File: config.mk
export PLATFORM = sky130hd
export DESIGN_NAME = mem_arbiter
export DESIGN_NICKNAME = d
export VERILOG_FILES = /design/src/rtl/mem_arbiter_pkg.sv /design/src/rtl/wb_fifo.sv /design/src/rtl/mem_arbiter.sv
export SDC_FILE = /design/constraint.sdc
export NUM_CORES = 1
export LEC_CHECK = 0
export BUFFER_PORTS_ARGS = -buffer_cell sky130_fd_sc_hd__buf_2
export CAP_MARGIN = 40
export CORE_MARGIN = 5
export CORE_UTILIZATION = 40
export CTS_BUF_LIST = sky130_fd_sc_hd__clkbuf_4 sky130_fd_sc_hd__clkbuf_8
export DETAILED_ROUTE_END_ITERATION = 8
export MAX_ROUTING_LAYER = met4
export PLACE_DENSITY = 0.72
export SYNTH_ARGS = -nofsm -noshare
export SYNTH_HDL_FRONTEND = slang
export SYNTH_SLANG_ARGS = --single-unit
export TNS_END_PERCENT = 30
File: constraint.sdc
create_clock -name clk -period 6.7 [get_ports clk]
set_input_delay 1.005 -clock clk [delete_from_list [all_inputs] [get_ports clk]]
set_output_delay 1.005 -clock clk [all_outputs]
set_load 0.01 [all_outputs]
File: src/rtl/mem_arbiter_pkg.sv
// Shared constants for the memory-port arbiter.
//   arb_state_e : arbiter FSM states (IDLE, WB_DRAIN, CPU_RD, DMA_XFER)
//   wb_entry_w  : width of one write-buffer entry ({address, data})
package mem_arbiter_pkg;

    typedef enum logic [1:0] {
        IDLE     = 2'd0,
        WB_DRAIN = 2'd1,
        CPU_RD   = 2'd2,
        DMA_XFER = 2'd3
    } arb_state_e;

    localparam int unsigned DEF_ADDR_W = 32;
    localparam int unsigned DEF_DATA_W = 16;

    function automatic int unsigned wb_entry_w(input int unsigned addr_w, input int unsigned data_w);
        return addr_w + data_w;
    endfunction

    localparam int unsigned WB_ENTRY_W = wb_entry_w(DEF_ADDR_W, DEF_DATA_W);

endpackage

File: src/rtl/wb_fifo.sv
// Synchronous FIFO used as the posted CPU write buffer.
//   clk, rst_n : clock, asynchronous active-low reset (empties the FIFO)
//   push_i     : enqueue din_i (ignored when full unless a pop happens in the same cycle)
//   pop_i      : dequeue head (ignored when empty)
//   din_i      : entry to enqueue
//   head_o     : oldest entry
//   full_o     : DEPTH entries stored
//   empty_o    : no entries stored
module wb_fifo #(
    parameter int unsigned DEPTH = 4,
    parameter int unsigned W     = 48
) (
    input  logic         clk,
    input  logic         rst_n,
    input  logic         push_i,
    input  logic         pop_i,
    input  logic [W-1:0] din_i,
    output logic [W-1:0] head_o,
    output logic         full_o,
    output logic         empty_o
);

    localparam int unsigned AW = (DEPTH > 1) ? $clog2(DEPTH) : 1;

    logic [W-1:0]  mem_q [DEPTH];
    logic [AW-1:0] wr_ptr_q, rd_ptr_q;
    logic [AW:0]   count_q;
    logic          do_push, do_pop;

    assign full_o  = (count_q == (AW+1)'(DEPTH));
    assign empty_o = (count_q == '0);
    assign head_o  = mem_q[rd_ptr_q];

    // A pop frees a slot in the same cycle, so a push into a full FIFO is accepted then.
    assign do_pop  = pop_i && !empty_o;
    assign do_push = push_i && (!full_o || do_pop);

    always_ff @(posedge clk) begin
        if (do_push) begin
            mem_q[wr_ptr_q] <= din_i;
        end
    end

    always_ff @(posedge clk or negedge rst_n) begin
        if (!rst_n) begin
            wr_ptr_q <= '0;
            rd_ptr_q <= '0;
            count_q  <= '0;
        end else begin
            if (do_push) wr_ptr_q <= wr_ptr_q + 1'b1;
            if (do_pop)  rd_ptr_q <= rd_ptr_q + 1'b1;
            case ({do_push, do_pop})
                2'b10:   count_q <= count_q + 1'b1;
                2'b01:   count_q <= count_q - 1'b1;
                default: count_q <= count_q;
            endcase
        end
    end

endmodule

File: src/rtl/mem_arbiter.sv
// Arbitrates one memory port between rcpu (posted writes, stalling reads) and a DMA requester.
//   clk, rst          : clock, asynchronous active-low reset
//   cpuAddr/cpuWData  : CPU address / write data
//   cpuRE/cpuWE       : CPU read request (level) / write strobe (one write per high cycle)
//   cpuRData/cpuReady : CPU read data (memRData passthrough) / low stalls the CPU read
//   dmaReq/dmaWE      : DMA request (held until dmaAck) / 1=write
//   dmaAddr/dmaWData  : DMA address / write data
//   dmaRData/dmaAck   : DMA read data (valid with dmaAck) / one-cycle completion
//   memAddr/memWData  : slave address / write data (registered)
//   memRE/memWE       : slave strobes, held until memAck
//   memRData/memAck   : slave read data / one-cycle completion
//   wbOverflow        : sticky flag, a CPU write was dropped on a full buffer
module mem_arbiter
    import mem_arbiter_pkg::*;
#(
    parameter int unsigned N        = 32,
    parameter int unsigned M        = 16,
    parameter int unsigned WB_DEPTH = 4,
    parameter int unsigned MAX_WAIT = 8
) (
    input  logic         clk,
    input  logic         rst,
    input  logic [N-1:0] cpuAddr,
    input  logic [M-1:0] cpuWData,
    input  logic         cpuRE,
    input  logic         cpuWE,
    output logic [M-1:0] cpuRData,
    output logic         cpuReady,
    input  logic         dmaReq,
    input  logic         dmaWE,
    input  logic [N-1:0] dmaAddr,
    input  logic [M-1:0] dmaWData,
    output logic [M-1:0] dmaRData,
    output logic         dmaAck,
    output logic [N-1:0] memAddr,
    output logic [M-1:0] memWData,
    output logic         memRE,
    output logic         memWE,
    input  logic [M-1:0] memRData,
    input  logic         memAck,
    output logic         wbOverflow
);

    localparam int unsigned   EW         = wb_entry_w(N, M);
    localparam int unsigned   CW         = $clog2(MAX_WAIT + 1);
    localparam logic [CW-1:0] WAIT_LIMIT = CW'(MAX_WAIT);

    arb_state_e    state_q, state_d;
    logic [N-1:0]  addr_q, addr_d;
    logic [M-1:0]  wdata_q, wdata_d;
    logic          re_q, re_d, we_q, we_d;
    logic [CW-1:0] wait_q, wait_d;
    logic          ovf_q, ovf_d;

    logic          wb_full, wb_empty, wb_pop;
    logic [EW-1:0] wb_head, wb_din;
    logic          dma_ack;

    assign wb_din = {cpuAddr, cpuWData};
    assign wb_pop = (state_q == WB_DRAIN) && memAck;

    wb_fifo #(
        .DEPTH(WB_DEPTH),
        .W    (EW)
    ) u_wb_fifo (
        .clk    (clk),
        .rst_n  (rst),
        .push_i (cpuWE),
        .pop_i  (wb_pop),
        .din_i  (wb_din),
        .head_o (wb_head),
        .full_o (wb_full),
        .empty_o(wb_empty)
    );

    assign dma_ack    = (state_q == DMA_XFER) && memAck;
    assign dmaAck     = dma_ack;
    assign dmaRData   = dma_ack ? memRData : '0;
    assign cpuRData   = memRData;
    assign cpuReady   = !cpuRE || ((state_q == CPU_RD) && memAck);
    assign memAddr    = addr_q;
    assign memWData   = wdata_q;
    assign memRE      = re_q;
    assign memWE      = we_q;
    assign wbOverflow = ovf_q;

    // Arbitration picks the next state first; the master registers are then
    // loaded from the winner so they stay constant for the whole transaction.
    always_comb begin
        state_d = state_q;
        addr_d  = addr_q;
        wdata_d = wdata_q;
        re_d    = re_q;
        we_d    = we_q;

        case (state_q)
            IDLE: begin
                if (dmaReq && (wait_q >= WAIT_LIMIT)) state_d = DMA_XFER;
                else if (!wb_empty)                   state_d = WB_DRAIN;
                else if (cpuRE)                       state_d = CPU_RD;
                else if (dmaReq)                      state_d = DMA_XFER;
            end
            WB_DRAIN, CPU_RD, DMA_XFER: begin
                if (memAck) begin
                    state_d = IDLE;
                    re_d    = 1'b0;
                    we_d    = 1'b0;
                end
            end
            default: state_d = IDLE;
        endcase

        if (state_q == IDLE) begin
            case (state_d)
                WB_DRAIN: begin
                    addr_d  = wb_head[EW-1 -: N];
                    wdata_d = wb_head[M-1:0];
                    we_d    = 1'b1;
                end
                CPU_RD: begin
                    addr_d = cpuAddr;
                    re_d   = 1'b1;
                end
                DMA_XFER: begin
                    addr_d  = dmaAddr;
                    wdata_d = dmaWData;
                    we_d    = dmaWE;
                    re_d    = !dmaWE;
                end
                default: ;
            endcase
        end
    end

    always_comb begin
        wait_d = wait_q;
        if (dma_ack) begin
            wait_d = '0;
        end else if (dmaReq && (state_q != DMA_XFER) && (wait_q < WAIT_LIMIT)) begin
            wait_d = wait_q + 1'b1;
        end
    end

    assign ovf_d = ovf_q || (cpuWE && wb_full && !wb_pop);

    always_ff @(posedge clk or negedge rst) begin
        if (!rst) begin
            state_q <= IDLE;
            addr_q  <= '0;
            wdata_q <= '0;
            re_q    <= 1'b0;
            we_q    <= 1'b0;
            wait_q  <= '0;
            ovf_q   <= 1'b0;
        end else begin
            state_q <= state_d;
            addr_q  <= addr_d;
            wdata_q <= wdata_d;
            re_q    <= re_d;
            we_q    <= we_d;
            wait_q  <= wait_d;
            ovf_q   <= ovf_d;
        end
    end

    // DMA must keep its request up until the transfer completes.
    dma_req_held_a: assert property (@(posedge clk) disable iff (!rst)
        (state_q == DMA_XFER) |-> dmaReq);

endmodule
==> Yosys cells after proc, flatten, opt, wreduce, memory -nomap -nowiden <==
Memory sizes are Yosys's and may differ from the RTL's.
Index checks and enable logic that the tools add are counted.
{ "word_totals": {"ramBits": 192, "reg_bits": 64, "mem_count": 1, "elab_cells": 77} }
{ "mem_list": {"columns": ["name", "words", "width", "read_ports", "rd_clocked_by_memory_dff", "write_ports", "line", "source"], "rows": [
  ["u_wb_fifo.mem_q", 4, 48, 1, 0, 1, "wb_fifo.sv:25", "logic [W-1:0] mem_q [DEPTH];"]
]} }
{ "classes": {"mux": 22, "n_lt_le_gt_ge": 2, "n_addsub": 5, "n_reduce_logical": 27, "n_eq_ne": 10} }
{ "op_table": {"columns": ["cell", "n"], "rows": [
  ["one-hot mux 32 bit (3 select lines)", 1],
  ["one-hot mux 16 bit (2 select lines)", 1],
  ["2-to-1 mux 16 bit", 1],
  ["== test 2 bit, second input constant", 5],
  ["logical AND 1 bit", 10],
  ["2-to-1 mux 2 bit", 5],
  ["2-to-1 mux 1 bit", 8],
  ["2-to-1 mux 4 bit", 2],
  ["== test 2 x 1 -> 1 bit, second input constant", 3],
  ["one-hot mux 3 bit (2 select lines)", 1],
  ["nonzero test 2 bit", 3],
  ["logical NOT 1 bit", 5],
  ["adder 2 x 1 -> 2 bit, second input constant", 2],
  ["adder 4 x 1 -> 4 bit, second input constant", 1],
  ["greater-or-equal comparator 4 bit, second input constant", 1],
  ["< comparator 4 bit, second input constant", 1],
  ["one-hot mux 1 bit (2 select lines)", 2],
  ["one-hot mux 2 bit (2 select lines)", 1],
  ["AND reduction 2 bit", 2],
  ["adder 3 x 1 -> 3 bit, second input constant", 1],
  ["== test 3 bit, second input constant", 1],
  ["logical NOT 3 bit", 1],
  ["logical OR 1 bit", 3],
  ["nonzero test 3 bit", 1],
  ["4 further kinds", 4]
]} }

==> Longest topological paths before layout <==
{ "logic_depth": {"ltp_word": 8, "depth_mapped": 11} }

==> By module <==
From an unflattened synthesis, not the netlist that was laid out.
{ "unflattened": {"cells_unflattened": 731, "area_unflattened_um2": 11277.1} }
{ "modules_own_cells": {"columns": ["module", "n_inst", "cells_per_inst", "seq_area_each_um2", "area_per_inst_um2"], "rows": [
  ["wb_fifo", 1, 289, 5940.7, 7334.5],
  ["mem_arbiter", 1, 442, 1426.4, 3942.5]
]} }

==> Least setup slack after synthesis <==
OpenSTA, ideal clock, no wires.
{ "synth_path": {"path_type": "input -> register", "start": "input memAck", "end": "memory u_wb_fifo.mem_q[0][0] (enable)", "slack_ns": 3.566, "t_arrival_ns": 2.724, "stages": 4, "path_buffers": 0, "required_ns": 6.289, "cell_sequence": "inv_1 -> or3_1 -> nand3_1 -> and3_1"} }
{ "synth_between": {"elab_chain_cells": 6} }
{ "synth_lines": {"columns": ["element", "line", "source"], "rows": [
  ["start: declaration", "mem_arbiter.sv:40", "input logic memAck,"],
  ["logical AND 1 bit", "mem_arbiter.sv:60", "assign wb_pop = (state_q == WB_DRAIN) && memAck;"],
  ["logical AND 1 bit", "wb_fifo.sv:35", "assign do_pop = pop_i && !empty_o;"],
  ["logical OR 1 bit", "wb_fifo.sv:36", "assign do_push = push_i && (!full_o || do_pop);"],
  ["logical AND 1 bit", "wb_fifo.sv:36", null],
  ["2-to-1 mux 1 bit", "wb_fifo.sv:39", "if (do_push) begin"],
  ["2-to-1 mux 1 bit (not written as such)", "wb_fifo.sv:40", "mem_q[wr_ptr_q] <= din_i;"],
  ["end: declaration", "wb_fifo.sv:25", null]
]} }
Every way passes these cells.

==> Final worst setup path <==
{ "layout_path": {"start": "input memAck", "end": "output dmaRData[9]"} }
{ "layout_between": {"elab_chain_cells": 2} }
{ "layout_lines": {"columns": ["element", "line", "source"], "rows": [
  ["logical AND 1 bit", "mem_arbiter.sv:76", "assign dma_ack = (state_q == DMA_XFER) && memAck;"],
  ["2-to-1 mux 16 bit", "mem_arbiter.sv:78", "assign dmaRData = dma_ack ? memRData : '0;"],
  ["end: declaration", "mem_arbiter.sv:33", "output logic [M-1:0] dmaRData,"]
]} }
Every way passes these cells.

==> flow_summary_export.csv <==
group,metric,value,unit
power_and_ir_drop,power.leakage,0.00503,µW
logic_synthesis,ys_seq_area_share,70.7,%
sta,min_period,3000,ps
floorplan,core_area,25800,µm²
status,status,"complete, no violations",
critical_path,worstSetupPathType,"in -> out",
route,dr_total_vias,5927,
cells_and_area,fillers,2209,
cells_and_area,final_core_util,48.9,%
logic_synthesis,synth_xor_area_share,0.672,%
sta,post-route-period-util,44.8,%
global_route,first_global_vias,6201,
logic_synthesis,synthAdderAreaFrac,1.03,%
power_and_ir_drop,power.density,458,nW/µm²
floorplan,die_height,171,µm
cts,path_clk_slew,60,ps
sta,setup_viol,0,
critical_path,crit_required,5690,ps
floorplan,dieArea,29400,µm²
logic_synthesis,synth_compound_area_share,6.18,%
floorplan,placementRows,59,
cts,cts_max_level,2,
global_route,grt_pass1_wl,34400,µm
cts,worstSkewPairLatency,520,ps
logic_synthesis,synth_area,10400,µm²
job,cap_violations,0,
critical_path,reg2regPathDepth,5,
route,totalWireLength,23000,µm
global_route,grt_max_degree,49,
floorplan,ios,204,
cts,cts_max_path_buffers,3,
sta,max_slew_margin,46.6,%
critical_path,cp_max_fo,21,
logic_synthesis,yosys_warnings,0,
logic_synthesis,synth_edf_count,192,
sta,skew,19.6,ps
route,drc,0,
logic_synthesis,synth_mux_area_share,15.3,%
power_and_ir_drop,ir_drop,0.463,mV
placement,io_buffers,203,
cts,cts-root-buf,"clkbuf_8",
cells_and_area,layout-drive-gt1-share,42.0,%
cts,numCtsBuffers,43,
placement,placed_cells,1089,
critical_path,worstSetupStartpointType,"primary input",
cells_and_area,final_common_cell,"buf_2",
placement,place_congestion,0.722,
critical_path,regToRegSetupSlack,4060,ps
cts,post_cts_resized,0,
cells_and_area,fin_cells,1169,
sta,rsz0062_at_grt,"false",
critical_path,worstReg2RegStart,"state_q[0]$_DFF_PN0_",
floorplan,initial_core_util,40.3,%
logic_synthesis,postSynthAreaPerCell,17.8,µm²
sta,hold-worst-slack,427,ps
sta,fmax,333,MHz
logic_synthesis,synthArstFlopShare,25.0,%
logic_synthesis,ys.flop_type,"edfxtp_1",
global_route,grt_overflow_total,0,
sta,slew_violations,0,
sta,worst_pin_slew,801,ps
cells_and_area,final_cell_mix,"buf_2 (202), edfxtp_1 (192), dfrtp_1 (62)",
logic_synthesis,yosys.cell_types.count,43,
global_route,antenna_found_initial,3,
sta,fin_setup_tns,0,ps
logic_synthesis,syn-num-nets,712,
sta,hold_viol,0,
critical_path,cp.arrival,2000,ps
route,wl_per_cell,19.7,µm
critical_path,rr_endpoint,"u_wb_fifo.mem_q[1][45]$_DFFE_PP_",
critical_path,crit_path_end_kind,"output port",
cts,ctsHoldBuffers,0,
route,drt_iter0_markers,282,
global_route,grt_usage,15.7,%
logic_synthesis,synth_cells,585,
logic_synthesis,synth_simple_gate_area_share,3.11,%
logic_synthesis,synth_top_family_by_area,"multiplexers",
worst_hold_path,hold_class,"in -> async",
route,ant_nets,0,
cts,cts_sinks,256,
cts,cts_setup_buffers,0,
floorplan,die_w,171,µm
route,via_per_inst,5.07,
logic_synthesis,ys_ff_latch,256,
placement,hpwl,14600,µm
cts,cts_tree,"built",
route,dr.pass1.iters,4,
cells_and_area,nets,926,
cells_and_area,area_growth,21.3,%
==> registers in the layout, indices dropped and copies added (netlist names) <==
register	count
memAddr	32
memRE	1
memWData	16
memWE	1
state_q	2
u_wb_fifo.count_q	3
u_wb_fifo.mem_q	192
u_wb_fifo.rd_ptr_q	2
u_wb_fifo.wr_ptr_q	2
wait_q	4
wbOverflow	1
==> kinds of logic (layout without fill, tap and decap cells) <==
family / after synthesis / count (layout)
other: 0 / 3
adder cells (fa/ha/maj): 8 / 8
buffers and inverters: 57 / 303
flip-flops: 256 / 256
AND/OR/NAND/NOR: 61 / 61
multiplexers: 99 / 99
XOR/XNOR: 8 / 8
AO/OA/AOI/OAI: 96 / 96
==> synthesized netlist by cell type, types with 4 or more instances <==
master | instances | area (µm²)
nand2_1 | 5 | 18.8
clkbuf_1 | 15 | 56.3
mux4_2 | 48 | 1080
and2_1 | 17 | 106
ha_1 | 7 | 87.6
buf_4 | 19 | 143
xnor2_1 | 4 | 35.0
a21oi_1 | 20 | 100
a22oi_1 | 32 | 240
and3_1 | 5 | 31.3
inv_1 | 11 | 41.3
mux2i_1 | 50 | 500
o21ai_1 | 30 | 150
nor2_1 | 24 | 90.1
buf_2 | 10 | 50.1
xor2_1 | 4 | 35.0
o21ai_0 | 4 | 20.0
dfrtp_1 | 64 | 1600
edfxtp_1 | 192 | 5770
==> worst max path at each step <==
stage	startpoint	end	slack, ps	depth (start not counted)
after detailed placement	memAck	u_wb_fifo.mem_q[1][7]$_DFFE_PP_	3380	6
after global routing	memAck	dmaRData[5]	3630	4
after global placement	memAck	u_wb_fifo.mem_q[1][46]$_DFFE_PP_	3410	6
after CTS	memAck	dmaRData[9]	3690	4
final	memAck	dmaRData[9]	3700	4
after floorplan	memAck	u_wb_fifo.mem_q[0][0]$_DFFE_PP_	3570	4
==> stage by stage <==
step,power [µW],worst slack (ps),instance area [µm²]
floorplan,3810,3570,10400
global placement,4410,3410,11700
detailed placement,4490,3380,11800
CTS,5900,3690,12600
global route,6150,3630,12600
finish,5790,3700,12600
==> routing by layer <==
layer | wire (µm) | up-vias | track usage (%)
met3 | 1600 | 34 | 3.77
met4 | 339 | 0 | 3.55
met5 | 0 | - | -
met2 | 11500 | 202 | 26.2
met1 | 9600 | 2964 | 19.7
li1 | - | 2727 | -
==> critical path: stages <==
cell and delay [ps]:
buf_2 140, and3_1 520, and2_1 200, buf_2 130
==> power breakdown <==
group	leakage (µW)	internal, µW	switching [µW]	total, µW
clock	0.000468	799	582	1380
combinational	0.00204	899	1090	1990
sequential	0.00252	2180	236	2420
total	0.00503	3880	1910	5790
==> area by class of cell <==
cell class	instances	area (µm²)	area share [%]
flip-flops and latches	256	7370	58.3
multi-input cells	272	2760	21.9
repair buffers	215	1150	9.13
clock buffers	63	798	6.32
well taps	335	419	3.32
clock inverters	14	83.8	0.663
inverters	11	41.3	0.327
diodes	3	7.51	0.0594
No activity file was read; power rests on OpenSTA's default activity.
